==> src/rtl/bcd_stopwatch_if.sv <==
// Stopwatch control/display bundle: count controls in, BCD value,
// status and multiplexed 7-segment drive out.
//   master: drives tick_in/start_stop/clear/up_dn, observes the rest
//   slave : the stopwatch itself
interface bcd_stopwatch_if #(
    parameter int DIGITS = 4
);
    logic                  tick_in;
    logic                  start_stop;
    logic                  clear;
    logic                  up_dn;
    logic [4*DIGITS-1:0]   bcd;
    logic                  running;
    logic                  wrap;
    logic [DIGITS-1:0]     an;
    logic [6:0]            seg;

    modport master (
        output tick_in, start_stop, clear, up_dn,
        input  bcd, running, wrap, an, seg
    );

    modport slave (
        input  tick_in, start_stop, clear, up_dn,
        output bcd, running, wrap, an, seg
    );
endinterface

==> src/rtl/bcd_stopwatch.sv <==
// BCD stopwatch: counts rising edges of tick_in into a DIGITS-wide BCD
// counter and scans it onto a common-anode 7-segment display.
//   clk, rst : clock, async active-high reset
//   bus      : slave side of bcd_stopwatch_if
//              (tick_in, start_stop, clear, up_dn -> bcd, running, wrap, an, seg)
// Optional macro LEADING_ZERO_BLANK_EN blanks leading zero digits.
module bcd_stopwatch #(
    parameter int DIGITS   = 4,
    parameter int SCAN_DIV = 16
) (
    input logic             clk,
    input logic             rst,
    bcd_stopwatch_if.slave  bus
);
    localparam int W  = 4 * DIGITS;
    localparam int SW = $clog2(SCAN_DIV);
    localparam int IW = $clog2(DIGITS);

    typedef enum logic {STOPPED, RUNNING} state_t;

    state_t            state;
    state_t            state_next;
    logic              tick_q;
    logic              count_evt;
    logic [W-1:0]      bcd_q;
    logic [W-1:0]      bcd_next;
    logic              wrap_q;
    logic              wrap_next;
    logic              carry;
    logic [3:0]        dig;
    logic [SW-1:0]     scan_cnt;
    logic [IW-1:0]     digit_idx;
    logic [3:0]        cur_digit;
    logic              blank;
    logic [DIGITS-1:0] an_q;
    logic [6:0]        seg_q;

    function automatic logic [6:0] seg_decode(input logic [3:0] v);
        case (v)
            4'd0:    return 7'b1000000;
            4'd1:    return 7'b1111001;
            4'd2:    return 7'b0100100;
            4'd3:    return 7'b0110000;
            4'd4:    return 7'b0011001;
            4'd5:    return 7'b0010010;
            4'd6:    return 7'b0000010;
            4'd7:    return 7'b1111000;
            4'd8:    return 7'b0000000;
            4'd9:    return 7'b0010000;
            default: return 7'b1111111;
        endcase
    endfunction

    // tick_q resets high so a level already high at release is not an edge
    assign count_evt = bus.tick_in & ~tick_q;

    always_ff @(posedge clk or posedge rst) begin
        if (rst) begin
            state  <= STOPPED;
            tick_q <= 1'b1;
        end else begin
            state  <= state_next;
            tick_q <= bus.tick_in;
        end
    end

    always_comb begin
        state_next = state;
        if (bus.clear) begin
            state_next = STOPPED;
        end else if (bus.start_stop) begin
            case (state)
                STOPPED: state_next = RUNNING;
                default: state_next = STOPPED;
            endcase
        end
    end

    // Ripple +/-1 through the digits; carry surviving the top digit is a wrap
    always_comb begin
        bcd_next = bcd_q;
        carry    = 1'b1;
        dig      = '0;
        for (int i = 0; i < DIGITS; i++) begin
            dig = bcd_q[i*4 +: 4];
            if (carry) begin
                if (bus.up_dn) begin
                    if (dig == 4'd9) begin
                        dig = 4'd0;
                    end else begin
                        dig   = dig + 4'd1;
                        carry = 1'b0;
                    end
                end else begin
                    if (dig == 4'd0) begin
                        dig = 4'd9;
                    end else begin
                        dig   = dig - 4'd1;
                        carry = 1'b0;
                    end
                end
            end
            bcd_next[i*4 +: 4] = dig;
        end
        wrap_next = carry;
    end

    always_ff @(posedge clk or posedge rst) begin
        if (rst) begin
            bcd_q  <= '0;
            wrap_q <= 1'b0;
        end else if (bus.clear) begin
            bcd_q  <= '0;
            wrap_q <= 1'b0;
        end else if (count_evt && state == RUNNING) begin
            bcd_q  <= bcd_next;
            wrap_q <= wrap_next;
        end else begin
            wrap_q <= 1'b0;
        end
    end

    always_ff @(posedge clk or posedge rst) begin
        if (rst) begin
            scan_cnt  <= '0;
            digit_idx <= '0;
        end else if (scan_cnt == SW'(SCAN_DIV - 1)) begin
            scan_cnt <= '0;
            if (digit_idx == IW'(DIGITS - 1))
                digit_idx <= '0;
            else
                digit_idx <= digit_idx + IW'(1);
        end else begin
            scan_cnt <= scan_cnt + SW'(1);
        end
    end

    always_comb begin
        cur_digit = '0;
        for (int i = 0; i < DIGITS; i++) begin
            if (digit_idx == IW'(i))
                cur_digit = bcd_q[i*4 +: 4];
        end
    end

`ifdef LEADING_ZERO_BLANK_EN
    logic nz_above;

    // A digit is a leading zero when it and every higher digit are zero
    always_comb begin
        nz_above = 1'b0;
        for (int i = 0; i < DIGITS; i++) begin
            if (IW'(i) >= digit_idx && bcd_q[i*4 +: 4] != 4'd0)
                nz_above = 1'b1;
        end
    end

    assign blank = (digit_idx != '0) && !nz_above;
`else
    assign blank = 1'b0;
`endif

    always_ff @(posedge clk or posedge rst) begin
        if (rst) begin
            an_q  <= {{(DIGITS-1){1'b1}}, 1'b0};
            seg_q <= 7'b1000000;
        end else begin
            an_q  <= ~(DIGITS'(1) << digit_idx);
            seg_q <= blank ? 7'b1111111 : seg_decode(cur_digit);
        end
    end

    assign bus.bcd     = bcd_q;
    assign bus.running = (state == RUNNING);
    assign bus.wrap    = wrap_q;
    assign bus.an      = an_q;
    assign bus.seg     = seg_q;
endmodule

==> src/flat_wrapper.sv <==
// flat-port wrapper written by rule: the top's interface ports become plain ports
module bcd_stopwatch_flat 
#(
    parameter int DIGITS   = 4,
    parameter int SCAN_DIV = 16
)
  (clk, rst, bus_tick_in, bus_start_stop, bus_clear, bus_up_dn, bus_bcd, bus_running, bus_wrap, bus_an, bus_seg);
  bcd_stopwatch_if #(.DIGITS(DIGITS)) bus_i ();
  input logic clk;
  input logic rst;
  input wire logic [$bits(bus_i.tick_in)-1:0] bus_tick_in;
  input wire logic [$bits(bus_i.start_stop)-1:0] bus_start_stop;
  input wire logic [$bits(bus_i.clear)-1:0] bus_clear;
  input wire logic [$bits(bus_i.up_dn)-1:0] bus_up_dn;
  output wire logic [$bits(bus_i.bcd)-1:0] bus_bcd;
  output wire logic [$bits(bus_i.running)-1:0] bus_running;
  output wire logic [$bits(bus_i.wrap)-1:0] bus_wrap;
  output wire logic [$bits(bus_i.an)-1:0] bus_an;
  output wire logic [$bits(bus_i.seg)-1:0] bus_seg;
  assign bus_i.tick_in = bus_tick_in;
  assign bus_i.start_stop = bus_start_stop;
  assign bus_i.clear = bus_clear;
  assign bus_i.up_dn = bus_up_dn;
  assign bus_bcd = bus_i.bcd;
  assign bus_running = bus_i.running;
  assign bus_wrap = bus_i.wrap;
  assign bus_an = bus_i.an;
  assign bus_seg = bus_i.seg;
  bcd_stopwatch #(.DIGITS(DIGITS), .SCAN_DIV(SCAN_DIV)) u_core (.clk(clk), .rst(rst), .bus(bus_i));
endmodule
==> config.mk <==
export PLATFORM = sky130hd
export DESIGN_NAME = bcd_stopwatch_flat
export DESIGN_NICKNAME = d
export VERILOG_FILES = /design/src/rtl/bcd_stopwatch_if.sv /design/src/rtl/bcd_stopwatch.sv /design/src/flat_wrapper.sv
export SDC_FILE = /design/constraint.sdc
export NUM_CORES = 1
export LEC_CHECK = 0
export CAP_MARGIN = 30
export CORE_UTILIZATION = 55
export CTS_CLUSTER_SIZE = 28
export DETAILED_ROUTE_END_ITERATION = 7
export PLACE_DENSITY = 0.81
export SLEW_MARGIN = 15
export SYNTH_ARGS = -nofsm -noshare
export SYNTH_HDL_FRONTEND = slang
export SYNTH_SLANG_ARGS = --single-unit
==> constraint.sdc <==
create_clock -name clk -period 2.67 [get_ports clk]
set_input_delay 0.534 -clock clk [delete_from_list [all_inputs] [get_ports clk]]
set_output_delay 0.534 -clock clk [all_outputs]
set_load 0.1 [all_outputs]
==> results.json <==
{
  "outcome": "completed",
  "synth.area.top_cells": "dfrtp_1, ha_1, dfstp_2",
  "globalRouteOverflowTotal": 0,
  "nets": 329,
  "seq_area_um2": 907,
  "critPathLaunch": "u_core.digit_idx[1]",
  "regToRegSetupSlack_ns": 0.31,
  "num_vias": 2104,
  "firstDrtPassIters": 5,
  "wl_per_cell_um": 14.2,
  "synth_area_leader_cell": "dfrtp_1",
  "die_area_um2": 4670,
  "arrival_ns": 2.53,
  "fp.dieW_um": 68.3,
  "hold_class": "flip-flop to flip-flop",
  "cts.sinks": 36,
  "syn_inst": 268,
  "irDropWorstVdd_v": 0.000254,
  "tns_ns": 0,
  "clockBufferDepth": 2,
  "crit_type": "flip-flop to flip-flop",
  "utilization": 0.689,
  "synth_edf_count": 0,
  "path_clk_slew_ns": 0.06,
  "critPathCaptureType": "flip-flop",
  "syn_nets": 292,
  "pin_count": 35,
  "hp-start": "u_core.scan_cnt[0]",
  "initial_core_util": 0.588,
  "synthTopCellsByCount": "dfrtp_1, nor2_1, nand2_1",
  "cts_resized": 0,
  "final_layout_size_suffix_gt1_frac": 0.196,
  "root_buffer": "clkbuf_8",
  "cp_max_fo": 6,
  "ys_ff_latch": 36,
  "finalCritPeriodShare": 0.883,
  "cts_hold_buf": 0,
  "period_needed_ns": 2.36,
  "power.density_nw_per_um2": 392,
  "dp_hpwl_um": 3650,
  "antennaDiodeCount": 0,
  "fmax_mhz": 424,
  "maxCapViolCount": 0,
  "postCtsSetupBuffers": 0,
  "grt_pass1_wl_um": 8600,
  "timing.rr.end": "u_core.bus.seg[1]",
  "cp-start-kind": "flip-flop",
  "avgSynthCellArea_um2": 9.02,
  "p_leak_nw": 1.28,
  "finalClockSkew_ns": 0.00826,
  "antenna_found_initial": 0,
  "wirelength_um": 5070,
  "detail-route-antenna-nets": 0,
  "drc": 0,
  "fillers": 326,
  "ys.warnings.count": 0,
  "endpoint": "u_core.bus.seg[1]",
  "drtIter0Drc": 124,
  "r2r_start": "u_core.digit_idx[1]",
  "synth_area_um2": 2420,
  "async_flop_share": 1.00,
  "synth_cell_types": 56,
  "synth_most_common_cell": "dfrtp_1",
  "finalSetupViolCount": 0,
  "synth_top_area_frac": 0.321,
  "rsz0062_at_grt": "no",
  "grt_usage": 0.248,
  "multi_input_area_um2": 1370,
  "die-height_um": 68.3,
  "cts_buffers": 5,
  "cts_tree": "done",
  "hold_depth": 1,
  "maxSlewHeadroom": 0.535,
  "area_growth_pct": 17.2,
  "clock_latency_ns": 0.29,
  "finalHoldViolCount": 0,
  "row_count": 23,
  "slew_violations": 0,
  "grt_pass1_vias": 1869,
  "synth-seq-area-share": 0.375,
  "r2r_cells": 8,
  "htree_levels": 2,
  "worst_ep_required_time_ns": 2.84,
  "ys.flop_type": "dfrtp_1",
  "gp_congestion": 0.851,
  "viasPerCell": 5.91,
  "coreArea_um2": 4120,
  "port_buffers": 34,
  "worst-slew-pin-transition_ns": 0.697,
  "grt_start_max_net_pins": 37
}
-- metal layers --
layer	GRT usage	wire length, um
met4	0.0807	78
met5	0	0
met3	0.0517	241
met1	0.321	2390
met2	0.408	2370
-- worst max-delay path, cell delays in order, from the launching register on --
cell      delay, ns
dfrtp_1        0.39
inv_1          0.08
ha_1           0.27
nor2b_1        0.28
a221oi_1       0.12
a221oi_1       0.58
ha_1           0.38
nand3_1        0.08
nand2_1        0.06
-- where the power goes --
group          switching [mW]  internal, mW  leakage, nW
combinational           0.125        0.0532        0.778
sequential            0.00905         0.554        0.463
clock                   0.189         0.183       0.0422
total                   0.322         0.790         1.28
-- how the worst min path moves through the flow --
stage / to / slack (ns)
after floorplan: u_core.scan_cnt[0] / 0.45
after global placement: u_core.scan_cnt[0] / 0.48
after detailed placement: u_core.scan_cnt[0] / 0.48
after CTS: u_core.scan_cnt[0] / 0.49
after global routing: u_core.scan_cnt[0] / 0.51
final: u_core.scan_cnt[0] / 0.49
-- per-stage QoR --
stage / worst slack, ns / hold WS [ns] / instance area, um^2 / instances / total power [mW]
after floorplan: 0.0102 / 0.448 / 2420 / 268 / 0.706
after global placement: 0.145 / 0.475 / 2750 / 348 / 0.747
after detailed placement: 0.0762 / 0.483 / 2750 / 348 / 0.749
after CTS: 0.308 / 0.491 / 2840 / 356 / 1.12
after global routing: 0.0190 / 0.515 / 2840 / 356 / 1.15
final: 0.313 / 0.489 / 2840 / 356 / 1.11
-- layout make-up --
class	instances	share of cell area
multi-input combinational	198	0.482
sequential	36	0.320
timing repair buffer	44	0.121
clock buffer	7	0.0269
inverter	20	0.0265
tap	50	0.0221
clock inverter	1	0.00177
-- kinds of logic after synthesis --
kind of cell | share of synthesized area
AND/OR/NAND/NOR | 0.210
buffers and inverters | 0.0600
AO/OA/AOI/OAI | 0.231
flip-flops | 0.375
adder cells (fa/ha/maj) | 0.0931
multiplexers | 0.0129
XOR/XNOR | 0.0181
-- flip-flops by register name, summed over array words and instances, names as in the netlist --
register and count:
u_core.bus.bcd 16, u_core.digit_idx 2, u_core.bus.an 4, u_core.bus.seg 7, u_core.bus.wrap 1, u_core.tick_q 1
u_core.scan_cnt 4, u_core.bus.running 1
-- cells in the final DEF, fill, tap and decap left out, drive strengths merged, types with 3 or more instances in the layout --
master         synthesis  routed
a22oi                  3       3
dfstp                  5       5
nand3                 10      10
clkbuf                 9       7
a221oi                 5       5
inv                   20      20
a221o                  3       3
and2                   3       3
xnor2                  4       4
dfrtp                 31      31
a31oi                  5       5
o21ai                 13      13
nor3                   8       8
clkdlybuf4s50          0       5
nand4b                 3       3
nand3b                 5       5
a211oi                 5       5
a21oi                 23      23
nand2                 22      22
nor2                  23      23
nand2b                 6       6
ha                    18      18
buf                    5      39
nor2b                  7       7
(Power assumes the default switching activity.)
